<file path="src/rtl/quant_rle.sv">
// quant_rle: fetches a 64-coefficient block from a shared RAM in scan order,
// quantises each coefficient by a right shift of its magnitude, and emits
// (run, level) beats for nonzero levels followed by a single end-of-block beat.
// Optional build macro: QUANT_RLE_ZIGZAG_EN selects the MPEG-2 zigzag scan
// order; when undefined the block scans in raster order.
module quant_rle (
    input  logic        clk,
    input  logic        reset_n,
    input  logic        en,
    output logic        rdy,
    input  logic [3:0]  qshift,
    output logic [5:0]  addr,
    input  logic [15:0] q,
    output logic        out_valid,
    input  logic        out_ready,
    output logic [5:0]  out_run,
    output logic [11:0] out_level,
    output logic        out_eob
);

    typedef enum logic [2:0] {
        S_IDLE  = 3'd0,
        S_FETCH = 3'd1,
        S_QUANT = 3'd2,
        S_EMIT  = 3'd3,
        S_EOB   = 3'd4
    } state_t;

    typedef struct packed {
        logic        eob;
        logic [5:0]  run;
        logic [11:0] level;
    } beat_t;

`ifdef QUANT_RLE_ZIGZAG_EN
    localparam logic [5:0] ZZ_TAB [64] = '{
        6'd0,  6'd1,  6'd8,  6'd16, 6'd9,  6'd2,  6'd3,  6'd10,
        6'd17, 6'd24, 6'd32, 6'd25, 6'd18, 6'd11, 6'd4,  6'd5,
        6'd12, 6'd19, 6'd26, 6'd33, 6'd40, 6'd48, 6'd41, 6'd34,
        6'd27, 6'd20, 6'd13, 6'd6,  6'd7,  6'd14, 6'd21, 6'd28,
        6'd35, 6'd42, 6'd49, 6'd56, 6'd57, 6'd50, 6'd43, 6'd36,
        6'd29, 6'd22, 6'd15, 6'd23, 6'd30, 6'd37, 6'd44, 6'd51,
        6'd58, 6'd59, 6'd52, 6'd45, 6'd38, 6'd31, 6'd39, 6'd46,
        6'd53, 6'd60, 6'd61, 6'd54, 6'd47, 6'd55, 6'd62, 6'd63
    };

    function automatic logic [5:0] scan(input logic [5:0] i);
        return ZZ_TAB[i];
    endfunction
`else
    function automatic logic [5:0] scan(input logic [5:0] i);
        return i;
    endfunction
`endif

    state_t      state, state_nxt;
    logic [5:0]  addr_nxt;
    logic [6:0]  idx, idx_nxt, idx_inc;
    logic [5:0]  run, run_nxt;
    logic [3:0]  qsh, qsh_nxt;
    logic        vld_nxt;
    beat_t       beat, beat_nxt;
    logic        last;

    // quantiser datapath: shift the magnitude, saturate, then reapply sign
    logic [15:0] mag_abs;
    logic [15:0] mag_sh;
    logic [10:0] mag_sat;
    logic [11:0] level;

    // -32768 negates to 16'h8000, which reads correctly as unsigned 32768
    assign mag_abs = q[15] ? (~q + 16'd1) : q;
    assign mag_sh  = mag_abs >> qsh;
    assign mag_sat = (mag_sh > 16'd2047) ? 11'd2047 : mag_sh[10:0];
    assign level   = q[15] ? (12'd0 - {1'b0, mag_sat}) : {1'b0, mag_sat};

    assign idx_inc = idx + 7'd1;
    assign last    = (idx == 7'd63);

    assign rdy       = (state == S_IDLE);
    assign out_eob   = beat.eob;
    assign out_run   = beat.run;
    assign out_level = beat.level;

    // next-state and next-register values for the whole block
    always_comb begin
        state_nxt = state;
        addr_nxt  = addr;
        idx_nxt   = idx;
        run_nxt   = run;
        qsh_nxt   = qsh;
        vld_nxt   = out_valid;
        beat_nxt  = beat;
        case (state)
            S_IDLE: begin
                if (en) begin
                    qsh_nxt   = qshift;
                    idx_nxt   = 7'd0;
                    run_nxt   = 6'd0;
                    addr_nxt  = scan(6'd0);
                    state_nxt = S_FETCH;
                end
            end
            S_FETCH: begin
                state_nxt = S_QUANT;
            end
            S_QUANT: begin
                if (level == 12'd0) begin
                    run_nxt = run + 6'd1;
                    if (last) begin
                        vld_nxt   = 1'b1;
                        beat_nxt  = '{eob: 1'b1, run: 6'd0, level: 12'd0};
                        state_nxt = S_EOB;
                    end else begin
                        idx_nxt   = idx_inc;
                        addr_nxt  = scan(idx_inc[5:0]);
                        state_nxt = S_FETCH;
                    end
                end else begin
                    vld_nxt   = 1'b1;
                    beat_nxt  = '{eob: 1'b0, run: run, level: level};
                    state_nxt = S_EMIT;
                end
            end
            S_EMIT: begin
                if (out_ready) begin
                    run_nxt = 6'd0;
                    if (last) begin
                        // valid stays up: the EOB beat follows directly
                        beat_nxt  = '{eob: 1'b1, run: 6'd0, level: 12'd0};
                        state_nxt = S_EOB;
                    end else begin
                        vld_nxt   = 1'b0;
                        idx_nxt   = idx_inc;
                        addr_nxt  = scan(idx_inc[5:0]);
                        state_nxt = S_FETCH;
                    end
                end
            end
            S_EOB: begin
                if (out_ready) begin
                    vld_nxt   = 1'b0;
                    beat_nxt  = '0;
                    state_nxt = S_IDLE;
                end
            end
            default: begin
                vld_nxt   = 1'b0;
                beat_nxt  = '0;
                state_nxt = S_IDLE;
            end
        endcase
    end

    // state and datapath registers, cleared asynchronously
    always_ff @(posedge clk or negedge reset_n) begin
        if (!reset_n) begin
            state     <= S_IDLE;
            addr      <= 6'd0;
            idx       <= 7'd0;
            run       <= 6'd0;
            qsh       <= 4'd0;
            out_valid <= 1'b0;
            beat      <= '0;
        end else begin
            state     <= state_nxt;
            addr      <= addr_nxt;
            idx       <= idx_nxt;
            run       <= run_nxt;
            qsh       <= qsh_nxt;
            out_valid <= vld_nxt;
            beat      <= beat_nxt;
        end
    end

endmodule

</file>
<file path="config.mk">
export PLATFORM = sky130hd
export DESIGN_NAME = quant_rle
export DESIGN_NICKNAME = d
export VERILOG_FILES = /design/src/rtl/quant_rle.sv
export SDC_FILE = /design/constraint.sdc
export NUM_CORES = 1
export LEC_CHECK = 0
export CORE_AREA = 2 2 121 123
export CTS_CLUSTER_SIZE = 28
export DETAILED_ROUTE_END_ITERATION = 7
export DIE_AREA = 0 0 123 125
export PLACE_DENSITY = 0.5
export REMOVE_ABC_BUFFERS = 1
export SLEW_MARGIN = 20
export SYNTH_ARGS = -nofsm -noshare
export SYNTH_HDL_FRONTEND = slang
export SYNTH_SLANG_ARGS = --single-unit
</file>
<file path="constraint.sdc">
create_clock -name clk -period 10.4 [get_ports clk]
set_input_delay 1.56 -clock clk [delete_from_list [all_inputs] [get_ports clk]]
set_output_delay 1.56 -clock clk [all_outputs]
set_load 0.02 [all_outputs]
</file>
==> results of run 1 <==
worst reg2reg max path, delay by kind of cell, from the launching register on:
family / cells / cell delay (ps)
AOI/OAI and AO/OA: 10 / 3380
adders and majority gates: 1 / 200
buffers and inverters: 2 / 390
DFF: 1 / 360
muxes: 1 / 400
and+or+nand+nor: 5 / 1100
power by group:
| group | leakage [nW] | switching (W) | internal, W | total [W] |
|---|---|---|---|---|
| combinational | 1.16 | 0.000552 | 0.000339 | 0.000891 |
| clock | 0.0808 | 0.0000587 | 0.000113 | 0.000171 |
| sequential | 0.525 | 0.0000519 | 0.000203 | 0.000255 |
| total | 1.76 | 0.000662 | 0.000655 | 0.00132 |
area by class of cell:
cell class	count	area, µm²
Sequential cell	40	1001
Clock buffer	6	128.9
Inverter	14	52.55
Multi-Input combinational cell	435	2856
Timing Repair Buffer	55	533.0
Tap cell	184	230.2
Clock inverter	2	35.03
Fill cell	1507	9366
per-stage QoR:
stage	area, µm²	hold slack, ps	instances	power [W]
global route	4837	527.7	736	0.001426
CTS	4837	506.8	736	0.001312
finish	4837	501.3	736	0.001318
global placement	4673	491.6	728	0.001141
floorplan	3910	467.9	489	0.0008458
detailed placement	4673	487.6	728	0.001134
routing by layer:
metal | vias to the layer above | share of wire, % | GRT usage [%]
met3 | 15 | 4.5 | 1.916
met2 | 149 | 45 | 25.77
li1 | 2108 | - | -
met4 | 0 | 1.4 | 4.011
met5 | - | 0 | 0
met1 | 2157 | 49 | 26.35
flip-flops by register name (all words and copies together), names as in the netlist:
name and flops:
addr 5, idx 2, out_eob 1, out_level 12, out_run 6, out_valid 1, qsh 4, run 6
state 3
cell families after synthesis:
family | Yosys count
compound gates | 203
flops | 40
fa+ha+maj | 4
buf+inv | 69
simple gates | 210
xor+xnor | 8
mux | 10
cell usage in the layout (no fill, tap or decap), drive strengths merged, types with 10 or more instances in the layout:
cell	instances
nand2	53
clkdlybuf4s50	49
o21ai	46
dfrtp	40
nor2	33
a21oi	25
nand3	16
a22o	16
inv	13
a31oi	12
nor2b	11
nor4	11
o211ai	10
nor3	10
worst max-delay path by stage:
stage | from | endpoint
6_report | q[1] | addr[1]$_DFFE_PN0P_
5_1_grt | q[1] | addr[1]$_DFFE_PN0P_
4_1_cts | q[1] | addr[1]$_DFFE_PN0P_
3_5_place_dp | q[1] | addr[1]$_DFFE_PN0P_
3_3_place_gp | q[1] | addr[1]$_DFFE_PN0P_
2_1_floorplan | q[1] | addr[1]$_DFFE_PN0P_
==> results.sh, run 1 <==
export IMPL_r2r_start="qsh[0]$_DFFE_PN0P_"
export IMPL_setup_violations_final=0
export IMPL_synth_top_cell_area_share_pct=24.00
export IMPL_vdd_drop_max_v=0.0001203
export IMPL_syn2layout_area_growth_pct=15.96
export IMPL_synth_top_cells_by_count="nand2_1 (53), o21ai_0 (44), dfrtp_1 (40)"
export IMPL_cp_depth=22
export IMPL_cp_num_buf_inv=3
export IMPL_synth_xor_area_share_pct=1.860
export IMPL_grt_max_degree=51
export IMPL_syn_avg_cell_area_um2=7.668
export IMPL_cts_tree="done"
export IMPL_std_cell_rows=44
export IMPL_drtAntennaViolNets=0
export IMPL_cp_end_kind="flip-flop"
export IMPL_drv_slew=0
export IMPL_synthSimpleGateAreaFrac_pct=27.14
export IMPL_hp_class="flip-flop to flip-flop"
export IMPL_leakage_nw=1.763
export IMPL_cp_slowest_cell="a21oi_2"
export IMPL_worst_r2r_endpoint="addr[1]$_DFFE_PN0P_"
export IMPL_coreArea_um2=14200
export IMPL_clk_pin_slew_ps=60
export IMPL_cap_viol_max_count=0
export IMPL_tightest_slew_ps=984.5
export IMPL_start_util_pct=29.37
export IMPL_cts_sinks=40
export IMPL_clock_skew_ps=3.083
export IMPL_vias_per_cell=6.018
export IMPL_status="finished, final reports clean"
export IMPL_io_buffers=50
export IMPL_firstDrtPassIters=5
export IMPL_ys_dominant_reg_cell="dfrtp_1"
export IMPL_die_h_um=125
export IMPL_fmax_ghz=0.1228
export IMPL_pre_cts_ws_ps=2060
export IMPL_wirelength_um=13210
export IMPL_synth_cell_types=82
export IMPL_grt_pass1_vias=4142
export IMPL_vias=4429
export IMPL_powerDensity_nw_per_um2=272.4
export IMPL_required_ps=10570
export IMPL_synth_edff_count=0
export IMPL_cts_resized=0
export IMPL_synth_warnings=0
export IMPL_clock_path_buffers=2
export IMPL_ys_seq_elements=40
export IMPL_slew_headroom_pct=34.37
export IMPL_cts_setup_buffers=0
export IMPL_root_buffer="clkbuf_16"
export IMPL_min_from="out_run[5]$_DFFE_PN0P_"
export IMPL_grt_usage_pct=17.23
export IMPL_cp_top_family="compound AO/OA/AOI/OAI gates"
export IMPL_yosys_top_cells_area="dfrtp_1 (24%), o21ai_0 (5.3%), nand2_1 (4.8%)"
export IMPL_synth_fa_ha_area_share_pct=1.200
export IMPL_gp_congestion=0.9133
export IMPL_grt_pass1_wl_um=21900
export IMPL_synth_async_reset_ratio_pct=100.0
export IMPL_drt_iter0_drc=474
export IMPL_worst_path_largest_cell_delay_ps=790
export IMPL_numCtsBuffers=5
export IMPL_critPathKind="primary input to flip-flop"
export IMPL_antenna_found_initial=0
export IMPL_drcViolationCount=0
export IMPL_synth_compound_area_share_pct=35.66
export IMPL_final_nets=579
export IMPL_ctsHoldBuffers=0
export IMPL_cp_common_cell="nor2_1"
export IMPL_reg2regPathDepth=19
export IMPL_wire_per_inst_um=17.95
export IMPL_synth_top_family_by_area="compound AO/OA/AOI/OAI gates"
export IMPL_htreeDepth=2
export IMPL_final_core_util_pct=34.06
export IMPL_clock_latency_ps=280
export IMPL_hold_viol_final=0
export IMPL_chipWidth_um=123
export IMPL_die_area_um2=15380
export IMPL_rsz0062_at_grt="false"
export IMPL_ioPinCount=51
export IMPL_whs_path_depth=1
export IMPL_yosysTopAreaCell="dfrtp_1"
export IMPL_path_cells="clkdlybuf4s50_1, inv_1, ha_1, or4b_2, nor2_1, a211oi_1, or2_2, a31o_2, and2_1, a22oi_1, inv_1, ha_1, and2_1, a32o_1, o2111ai_1, mux2_2, o2bb2ai_1, nor2_1, and4b_1, a21oi_2, nor2_1, a31o_1"
export IMPL_netlist_instances=544
export IMPL_fin_crit_sh_pct=78.33
export IMPL_reg2reg_slack_ps=4470
export IMPL_syn_cell_area_um2=4172
export IMPL_cp_max_fo=22
export IMPL_cp_start_kind="primary input"
export IMPL_setup_ws_ps=2254
export IMPL_post_synth_top_count_cell="nand2_1"
export IMPL_final_setup_tns_ps=0
export IMPL_antenna_cells=0
export IMPL_drive_gt1_share_pct=8.696
export IMPL_min_to="out_run[5]$_DFFE_PN0P_"
export IMPL_muxShareOfSynthArea_pct=2.609
export IMPL_dpl_hpwl_um=9542
export IMPL_cp_data_arrival_time_ps=8310
export IMPL_grt_overflow_total=0
export IMPL_period_needed_ps=8146
export IMPL_yosysSeqAreaShare_pct=24.00
Power figures use the tool's default switching activity.
==> run 2: changes to the inputs <==
- clock period: 10.4 -> 8.45 ns (I/O delays scaled with it)
==> run 2 against run 1 <==
Net effect: sequential share of layout area is the same; clock skew is 0.69 ps higher; register-to-register slack got worse by 2000 ps; worst setup slack got worse by 1500 ps; wire length is 0.23% higher; non-clock buffer count unchanged; die area unchanged; power increased by 24%; final cell count unchanged; worst hold slack better by 2.9 ps.
==> results.sh, run 2 (synthesized netlist as in run 1, its figures left out) <==
export IMPL_drt_iter0_drc=381
export IMPL_htreeDepth=2
export IMPL_seq_area_um2=1001
export IMPL_power_w=0.001633
export IMPL_drtAntennaViolNets=0
export IMPL_critPathKind="primary input to flip-flop"
export IMPL_final_cell_mix="nand2_1 (53), clkdlybuf4s50_1 (49), o21ai_0 (44)"
export IMPL_cp_data_arrival_time_ps=7830
export IMPL_drv_slew=0
export IMPL_vias=4383
export IMPL_antenna_found_initial=0
export IMPL_cp_num_buf_inv=3
export IMPL_wirelength_um=13240
export IMPL_cp_depth=22
export IMPL_fin_crit_sh_pct=90.62
export IMPL_die_area_um2=15380
export IMPL_drive_gt1_share_pct=8.696
export IMPL_cts_resized=0
export IMPL_hp_class="flip-flop to flip-flop"
export IMPL_root_buffer="clkbuf_16"
export IMPL_whs_path_depth=1
export IMPL_drcViolationCount=0
export IMPL_final_nets=579
export IMPL_period_needed_ps=7658
export IMPL_hold_slack_ps=504.2
export IMPL_fmax_ghz=0.1306
export IMPL_tightest_slew_ps=975.5
export IMPL_grt_busiest_layer="met1"
export IMPL_cp_end_kind="flip-flop"
export IMPL_reg2regPathDepth=18
export IMPL_largest_reg_flops=12
export IMPL_cap_viol_max_count=0
export IMPL_chipWidth_um=123
export IMPL_io_buffers=50
export IMPL_slew_headroom_pct=34.97
export IMPL_wire_per_inst_um=17.99
export IMPL_die_h_um=125
export IMPL_grt_overflow_total=0
export IMPL_grt_pass1_vias=3985
export IMPL_antenna_cells=0
export IMPL_cp_max_fo=22
export IMPL_firstDrtPassIters=5
export IMPL_numCtsBuffers=5
export IMPL_cts_setup_buffers=0
export IMPL_cp_common_cell="nor2_1"
export IMPL_cts_tree="done"
export IMPL_syn2layout_area_growth_pct=15.96
export IMPL_cp_start_kind="primary input"
export IMPL_vdd_drop_max_v=0.0001468
export IMPL_clock_latency_ps=280
export IMPL_grtUsageMet1_pct=26.11
export IMPL_status="finished, final reports clean"
export IMPL_grtUsageMet3_pct=2.053
export IMPL_use_met2_pct=24.89
export IMPL_grt_max_degree=51
export IMPL_required_ps=8620
export IMPL_cp_slowest_cell="a21oi_2"
export IMPL_ioPinCount=51
export IMPL_setup_violations_final=0
export IMPL_clk_pin_slew_ps=60
export IMPL_cts_sinks=40
export IMPL_worst_path_largest_cell_delay_ps=790
export IMPL_std_cell_rows=44
export IMPL_clock_skew_ps=3.775
export IMPL_start_util_pct=29.37
export IMPL_grt_pass1_wl_um=21250
export IMPL_powerDensity_nw_per_um2=337.5
export IMPL_clock_path_buffers=2
export IMPL_nFillCells=1500
export IMPL_vias_per_cell=5.955
export IMPL_cp_top_family="compound AO/OA/AOI/OAI gates"
export IMPL_leakage_nw=1.762
export IMPL_multi_input_area_um2=2856
export IMPL_final_common_cell="nand2_1"
export IMPL_gp_congestion=0.9047
export IMPL_grt_usage_pct=16.89
export IMPL_path_cells="clkdlybuf4s50_1, inv_1, ha_1, or4b_2, nor2_1, a211oi_1, or2_2, a31o_2, and2_1, a22oi_1, inv_1, ha_1, and2_1, a32o_1, o2111ai_1, mux2_2, o2bb2ai_1, nor2_1, and4b_1, a21oi_2, nor2_1, a31o_1"
export IMPL_final_setup_tns_ps=0
export IMPL_rsz0062_at_grt="false"
export IMPL_ctsHoldBuffers=0
export IMPL_hold_viol_final=0
export IMPL_dpl_hpwl_um=9539
export IMPL_coreArea_um2=14200
-- run 2: cell counts in the layout (fill, tap and decap cells not counted) --
No cell type changed its count.
-- run 2: area by class of cell --
type                            instances  area share (%)
Sequential cell                        40           20.69
Timing Repair Buffer                   55           11.02
Clock inverter                          2          0.7243
Inverter                               14           1.086
Multi-Input combinational cell        435           59.05
Clock buffer                            6           2.664
Tap cell                              184           4.759
-- run 2: worst paths after layout --
kind / from / to / slack (ps)
setup / recovery: q[1] / addr[1]$_DFFE_PN0P_ / 790
hold / removal: out_run[5]$_DFFE_PN0P_ / out_run[5]$_DFFE_PN0P_ / 500
setup reg to reg: qsh[0]$_DFFE_PN0P_ / addr[1]$_DFFE_PN0P_ / 2470
hold reg to reg: out_run[5]$_DFFE_PN0P_ / out_run[5]$_DFFE_PN0P_ / 500
max in group asynchronous: reset_n / out_level[3]$_DFFE_PN0P_ / 6760
min in group asynchronous: reset_n / out_run[0]$_DFFE_PN0P_ / 1120
-- run 2: layer usage --
metal  vias up  wire, µm
li1       2113         -
met1      2111      6483
met2       136      5811
met3        23       707
met4         0       236
met5         -         0
-- run 2: where the power goes --
group / switching [W] / internal (W)
clock network: 0.0000727 / 0.000139
logic: 0.000658 / 0.000416
registers: 0.0000970 / 0.000250
-- run 2: stage by stage --
stage                     setup slack (ps)  utilization, %  instance area, µm²  std cells
after detailed placement             616.7           32.90                4673        728
after CTS                            880.6           34.06                4837        736
after floorplan                       2170               -                3910        489
after global placement               692.9           32.90                4673        728
final                                792.4           34.06                4837        736
after global routing                 368.7           34.06                4837        736
